### config.mk
export PLATFORM = sky130hd
export DESIGN_NAME = aes_bram_arbiter
export DESIGN_NICKNAME = d
export VERILOG_FILES = /design/src/rtl/aes_bram_arbiter.sv
export SDC_FILE = /design/constraint.sdc
export NUM_CORES = 1
export LEC_CHECK = 0
export ABC_AREA = 0
export BUFFER_PORTS_ARGS = -buffer_cell sky130_fd_sc_hd__buf_4
export CORE_MARGIN = 2
export CORE_UTILIZATION = 35
export DETAILED_ROUTE_END_ITERATION = 12
export PLACE_DENSITY_LB_ADDON = 0.08
export SETUP_SLACK_MARGIN = 0.5
export SLEW_MARGIN = 20
export SYNTH_ARGS = -nofsm -noshare
export SYNTH_HDL_FRONTEND = slang
export SYNTH_SLANG_ARGS = --single-unit
### constraint.sdc
create_clock -name aes_clk -period 5.7 [get_ports aes_clk]
set_input_delay 1.14 -clock aes_clk [delete_from_list [all_inputs] [get_ports aes_clk]]
set_output_delay 1.14 -clock aes_clk [all_outputs]
set_load 0.1 [all_outputs]
### src/rtl/aes_bram_arbiter.sv
// Round-robin arbiter sharing one BRAM word port between NUM_REQ requesters
// that use the level-start / pulsed-complete handshake.
module aes_bram_arbiter #(
    parameter int NUM_REQ = 2,
    parameter int ADDR_W  = 32,
    parameter int DATA_W  = 32,
    parameter int RD_LAT  = 2
) (
    input  logic                      aes_clk,
    input  logic                      aes_rst,
    input  logic [NUM_REQ-1:0]        req_start_read,
    input  logic [NUM_REQ-1:0]        req_start_write,
    input  logic [NUM_REQ*ADDR_W-1:0] req_addr,
    input  logic [NUM_REQ*DATA_W-1:0] req_wdata,
    output logic [NUM_REQ-1:0]        req_complete,
    output logic [DATA_W-1:0]         req_rdata,
    output logic [ADDR_W-1:0]         bram_addr,
    output logic                      bram_en,
    output logic [DATA_W/8-1:0]       bram_we,
    output logic [DATA_W-1:0]         bram_wdata,
    input  logic [DATA_W-1:0]         bram_rdata,
    output logic                      arb_busy,
    output logic [2:0]                arb_grant
);

    typedef enum logic [1:0] {IDLE, ISSUE, WAIT, DONE} state_t;

    state_t              state, state_nxt;
    logic [2:0]          grant;
    logic [ADDR_W-1:0]   addr_q;
    logic [DATA_W-1:0]   wdata_q;
    logic                write_q;
    logic [1:0]          lat_cnt;

    logic [7:0]          requesting;
    logic [2:0]          cand;
    logic [2:0]          pick;
    logic                found;
    logic [ADDR_W-1:0]   addr_sel;
    logic [DATA_W-1:0]   wdata_sel;
    logic                write_sel;

    // grant doubles as the round-robin pointer: search starts just past it
    always_comb begin
        requesting               = '0;
        requesting[NUM_REQ-1:0]  = req_start_read | req_start_write;
        found                    = 1'b0;
        pick                     = grant;
        cand                     = '0;
        for (int k = 1; k <= NUM_REQ; k++) begin
            cand = 3'((int'(grant) + k) % NUM_REQ);
            if (!found && requesting[cand]) begin
                found = 1'b1;
                pick  = cand;
            end
        end
    end

    always_comb begin
        addr_sel  = '0;
        wdata_sel = '0;
        write_sel = 1'b0;
        for (int i = 0; i < NUM_REQ; i++) begin
            if (pick == 3'(i)) begin
                addr_sel  = req_addr[i*ADDR_W +: ADDR_W];
                wdata_sel = req_wdata[i*DATA_W +: DATA_W];
                write_sel = req_start_write[i];
            end
        end
    end

    always_ff @(posedge aes_clk) begin
        if (aes_rst) begin
            state     <= IDLE;
            grant     <= 3'(NUM_REQ - 1);
            lat_cnt   <= '0;
            req_rdata <= '0;
        end else begin
            state <= state_nxt;
            case (state)
                IDLE: begin
                    if (found) begin
                        grant   <= pick;
                        addr_q  <= addr_sel;
                        wdata_q <= wdata_sel;
                        write_q <= write_sel;
                    end
                end
                ISSUE: begin
                    if (!write_q) begin
                        lat_cnt <= 2'(RD_LAT - 1);
                        if (RD_LAT == 1) req_rdata <= bram_rdata;
                    end
                end
                WAIT: begin
                    if (lat_cnt == 2'd0) req_rdata <= bram_rdata;
                    else                 lat_cnt   <= lat_cnt - 2'd1;
                end
                default: ;
            endcase
        end
    end

    always_comb begin
        state_nxt = state;
        case (state)
            IDLE:    if (found) state_nxt = ISSUE;
            ISSUE:   state_nxt = (write_q || RD_LAT == 1) ? DONE : WAIT;
            WAIT:    if (lat_cnt == 2'd0) state_nxt = DONE;
            DONE:    state_nxt = IDLE;
            default: state_nxt = IDLE;
        endcase
    end

    // BRAM strobes are decoded from state so every bram_* output is zero outside ISSUE
    assign bram_en      = (state == ISSUE);
    assign bram_addr    = bram_en ? addr_q : '0;
    assign bram_we      = (bram_en && write_q) ? '1 : '0;
    assign bram_wdata   = (bram_en && write_q) ? wdata_q : '0;
    assign req_complete = (state == DONE) ? (NUM_REQ'(1) << grant) : '0;
    assign arb_busy     = (state != IDLE);
    assign arb_grant    = grant;

endmodule

Word-level counts from Yosys, hierarchy flattened
Cells that the tools add are included.
Widths: inputs -> output; s select.
{"block": "classes", "div": 0, "mux": 25, "n_bitwise": 4, "n_shift": 1, "n_eq_ne": 8, "addsub": 3, "n_mul": 0, "n_lt_le_gt_ge": 2, "n_reduce_logical": 13}
{"cell": "$mux 32", "n": 6}
{"cell": "$mux 2", "n": 5}
{"cell": "$lt 3x4->1 const B", "n": 2}
{"cell": "$ne 2x2->1 const B", "n": 4}
{"cell": "$pmux 2 s4", "n": 1}
{"cell": "$mux 1", "n": 7}
{"cell": "$mux 3", "n": 2}
{"cell": "$reduce_and 2->1", "n": 3}
{"cell": "$reduce_and 3->1", "n": 2}
{"cell": "$bmux 1 s2", "n": 2}
{"cell": "$eq 2x2->1 const B", "n": 2}
{"cell": "$logic_not 2->1", "n": 2}
{"cell": "$mux 4", "n": 1}
{"cell": "$pmux 2 s2", "n": 1}
{"cell": "$reduce_bool 2->1", "n": 2}
{"cell": "$eq 3x1->1 const B", "n": 1}
{"cell": "$logic_not 3->1", "n": 1}
{"cell": "$shl 1x3->2 const A", "n": 1}
{"cell": "$add 1x1->1 const B", "n": 2}
{"cell": "$and 1x1->1 const A", "n": 2}
{"cell": "$eq 2x1->1 const B", "n": 1}
{"cell": "$logic_and 1x1->1", "n": 2}
{"cell": "$or 2x2->2", "n": 1}
{"cell": "$sub 2x1->2 const B", "n": 1}
{"cell": "other kinds (2)", "n": 2}
{"block": "word_totals", "register_bits": 104, "memories": 0, "input_bits": 166, "word_cells": 63, "ram_bits": 0, "rom_bits": 0, "latch_bits": 0, "output_inout_bits": 107}

Logic depth before layout (Yosys ltp)
{"block": "logic_depth", "ltp_word": 11, "ltp_mapped": 7, "ltp_nobuf": 6}

Worst setup path after synthesis
No wires, ideal clock.
{"block": "synth_timing", "path_type": "in2reg", "startpoint": "in aes_rst", "endpoint": "reg addr_q[0] (enable)", "slack_ns": 0.934, "t_required_ns": 5.212, "path_buffers": 2, "t_arrival_ns": 4.278, "setup_ns": 0.488, "stages": 3, "cell_sequence": "clkbuf_1 -> clkbuf_1 -> nor2_1"}
{"block": "synth_via", "elab_chain_cells": 2}
{"element": "start: declaration", "line_no": "10", "text": "input logic aes_rst,"}
{"element": "$not 1->1 (no source line)"}
{"element": "$reduce_and 3->1 (no source line)"}
{"element": "end signal: assignment", "line_no": "84", "text": "addr_q <= addr_sel;"}
{"element": "end: declaration", "line_no": "30", "text": "logic [ADDR_W-1:0] addr_q;"}
No other way between the ends.
A chain may end at the register's enable or synchronous reset.

Worst setup path in the final report
{"block": "layout_timing", "startpoint": "reg state[1]", "endpoint": "out bram_we[3]"}
{"block": "layout_via", "elab_chain_cells": 3}
{"element": "start: declaration", "line_no": "28", "text": "state_t state, state_nxt;"}
{"element": "start signal: assignment", "line_no": "79", "text": "state <= state_nxt;"}
{"element": "$eq 2x1->1", "line_no": "116", "text": "assign bram_en = (state == ISSUE);"}
{"element": "$logic_and 1x1->1", "line_no": "118", "text": "assign bram_we = (bram_en && write_q) ? '1 : '0;"}
{"element": "$mux 4", "line_no": "118"}
{"element": "end: declaration", "line_no": "19", "text": "output logic [DATA_W/8-1:0] bram_we,"}
No other way between the ends.

==> impl_metrics.csv <==
group,metric,value,unit
yosys,synth_top_family_by_area,"simple AND/OR/NAND/NOR gates",
global_routing,grt_pass1_vias,5038,
layout,final_area,7488,sq um
layout,fin_nets,963,
layout,drive_above_1_share,37.89,%
clock_tree,cts_resized,0,
yosys,synthTopCellsByArea,"edfxtp_1 38%, dfxtp_1 15%, a21oi_1 9.8%, o21ai_0 6.5%, nand3_1 6.4%",
clock_tree,root_buffer,"clkbuf_16",
routing,wl_met1,6.347,mm
sta,min_period,3600,ps
setup_path,critPathBufInv,3,
yosys,synth_compound_gate_area_share,17.58,%
sta,timing.final.crit_share,63.16,%
pwr,p_leak,3.293,nW
clock_tree,cts.sink_count,104,
sta,max-slew-margin-rel,33.10,%
layout,fin_util,51.92,%
clock_tree,cts_setup_buffers,0,
die,die_h,124.8,um
sta,tightest_slew,1004,ps
die,dieArea,15580,sq um
setup_path,worstSetupEndpointType,"output pin",
sta,setup_viol,0,
placement,gp_congestion,0.7586,
clock_tree,htreeDepth,3,
setup_path,crit_fanout,66,
clock_tree,cts_inserted_buffers,9,
yosys,syn-cell-area,5110,sq um
routing,wl,16.47,mm
routing,num_vias,5080,
placement,dpl.hpwl,11.03,mm
sta,skew,5.645,ps
yosys,synthAdderAreaFrac,1.224,%
sta,max_freq,0.2778,GHz
global_routing,grt_remaining_overflow,0,
setup_path,path_class,"flip-flop to output pin",
die,core-area,14420,sq um
yosys,synth_simple_gate_area_share,21.69,%
sta,finalHoldViolCount,0,
die,io_pins,273,
pwr,intPower,1.999,mW
run_status,outcome,"complete, no violations",
pwr,total_power,4.372,mW
routing,top_layer,"met4",
placement,io_buffers,272,
routing,viasPerCell,5.178,
yosys,ys_ff_latch,104,
pwr,comb_power_share,58.9,%
clock_tree,clk_latency,340,ps
sta,tns,0,ps
layout,diodes,0,
job,drv_cap,0,
yosys,synth_top_area_cell,"edfxtp_1",
yosys,avgSynthCellArea,9.060,sq um
global_routing,grt_pass1_wl,25.98,mm
routing,wl_per_cell,16.78,um
yosys,synth.area.mux_share,0.1959,%
routing,drc_errors,0,
die,initial_core_util,35.43,%
sta,rsz0062_at_grt,"no",
yosys,synth_xor_area_share,0,%
setup_path,worstPathRequired,4560,ps
clock_tree,clk_pin_slew,70,ps
routing,met2_length,8.519,mm
pwr,p_sw,2.373,mW
yosys,syn_nets,735,
pwr,p_clk_share,14.9,%
setup_path,crit_top_cell,"inv_1",
global_routing,grt_antenna_before_repair,0,
global_routing,grt.total_usage,20.64,%
yosys,synth_top_area_share,38.20,%
routing,dr.pass1.iters,6,
setup_path,cp_slowest_cell,"ha_2",
setup_path,startpoint_type,"flip-flop",
setup_path,arrival,2460,ps
placement,post_dp_cell_area,7162,sq um
layout,syn_to_final_growth,46.55,%
setup_path,crit_family,"adder cells",
clock_tree,hold_buffers,0,
pwr,power-per-cell-area,583.8,nW/um^2
yosys,synth_cell_types,33,
hold_path,hold_class,"flip-flop to flip-flop",
routing,dr_wl_met3,1.360,mm
pwr,seqPwrFrac,26.2,%
clock_tree,cts_tree,"done",
yosys,synth_seq_area_share,53.48,%
setup_path,critPathMaxStageDelay,820,ps
routing,antenna_left,0,
pwr,p_sw_share,54.28,%
die,rows,44,
routing,drtIter0Drc,313,
die,chipWidth,124.8,um
global_routing,grt_start_max_net_pins,67,
pwr,ir_worst_vdd,315.8,uV
yosys,ys_warn_count,0,
sta,maxSlewViolCount,0,
setup_path,crit_chain,"inv_1 -> ha_2 -> nand2_1 -> inv_1 -> buf_4",
yosys,postSynthCellCount,564,
clock_tree,clock_path_buffers,2,
sequential cells by signal (all words and copies together), names as in the netlist:
signal     count
addr_q        32
req_rdata     32
wdata_q       32
arb_grant      3
lat_cnt        2
state          2
write_q        1
layout by cell type, fill, tap and decap left out:
master,Yosys,final
a211o_1,1,1
nand2_1,69,68
nand3_1,65,65
ha_1,5,4
bufinv_16,0,1
inv_1,6,6
o32ai_1,1,1
a211oi_1,1,1
nor3_1,2,1
clkinvlp_4,0,1
dfxtp_1,39,39
and2_1,35,34
ha_2,0,1
nand2b_1,3,3
nor4_1,1,1
or3_4,0,1
nor2_4,0,1
mux2i_1,1,1
o21ai_4,0,1
a31o_2,1,1
clkbuf_8,0,1
nor2_8,1,1
clkbuf_16,0,10
and3_1,33,33
nor3_2,0,1
buf_4,6,275
a41o_1,1,1
nand4b_1,1,1
and2_2,0,1
o41ai_1,1,1
o21ai_0,66,65
a21oi_1,100,100
nor2b_1,1,1
o21a_4,0,1
or4_4,1,1
nand2_2,0,1
nor2_1,3,2
clkinv_2,0,3
a21o_1,1,1
edfxtp_1,65,65
power by group through the flow:
stage	sequential [mW]	clock, mW	combinational, mW
floorplan	1.44	0	1.73
global placement	1.15	0	2.57
detailed placement	1.16	0	2.59
CTS	1.14	0.668	2.59
global route	1.17	0.695	2.71
finish	1.14	0.651	2.58
through the flow:
stage | cells | setup slack [ps] | hold WS, ps
2_1_floorplan | 564 | 934.1 | 447.6
3_3_place_gp | 965 | 2511 | 442.8
3_5_place_dp | 965 | 2422 | 449.7
4_1_cts | 981 | 2041 | 460.1
5_1_grt | 981 | 1834 | 472.8
6_report | 981 | 2100 | 457.2
Yosys cell counts:
cell type	number
nand2_1	69
nand3_1	65
buf_4	6
edfxtp_1	65
mux2i_1	1
or3_1	1
o41ai_1	1
nor2_8	1
dfxtp_1	39
buf_2	4
a211oi_1	1
o32ai_1	1
buf_1	3
nor2_1	3
ha_1	5
nor2b_1	1
nand2b_1	3
a211o_1	1
a21oi_1	100
o21ai_0	66
clkbuf_1	41
a41o_1	1
o21a_1	1
and2_1	35
a21o_1	1
and3_1	33
nor4_1	1
inv_1	6
nor3_1	2
buf_6	4
a31o_2	1
nand4b_1	1
or4_4	1
path summary, 6_finish.rpt:
path | start | end | slack (ps) | cells past startpoint
min reg2reg | req_rdata[6] | req_rdata[6] | 460 | 2
max reg2reg | state[0] | addr_q[17] | 3240 | 5
max | state[1] | bram_we[3] | 2100 | 5
min | req_rdata[6] | req_rdata[6] | 460 | 2
metal layers:
layer,vias to the layer above,track usage (%)
li1,2450,-
met1,2397,24.21
met2,216,36.71
met3,17,5.584
met4,0,6.471
met5,-,0
layout make-up:
cell class | count | area, sq um
Fill cell | 1381 | 6935
Clock inverter | 5 | 52.55
Inverter | 6 | 22.52
Tap cell | 184 | 230.2
Multi-Input combinational cell | 396 | 2122
Sequential cell | 104 | 2733
Clock buffer | 11 | 264.0
Timing Repair Buffer | 275 | 2064
worst min-delay path, delay by kind of cell, from the launching register on:
family	cells	cell delay, ps
flip-flops	1	310
AND/OR/NAND/NOR	1	50
AO/OA/AOI/OAI	1	50
logic make-up after synthesis:
logic type | after synthesis
buffers and inverters | 64
AND/OR/NAND/NOR | 216
AO/OA/AOI/OAI | 174
flip-flops | 104
multiplexers | 1
adder cells (fa/ha/maj) | 5
No activity file was read; power rests on OpenSTA's default activity.
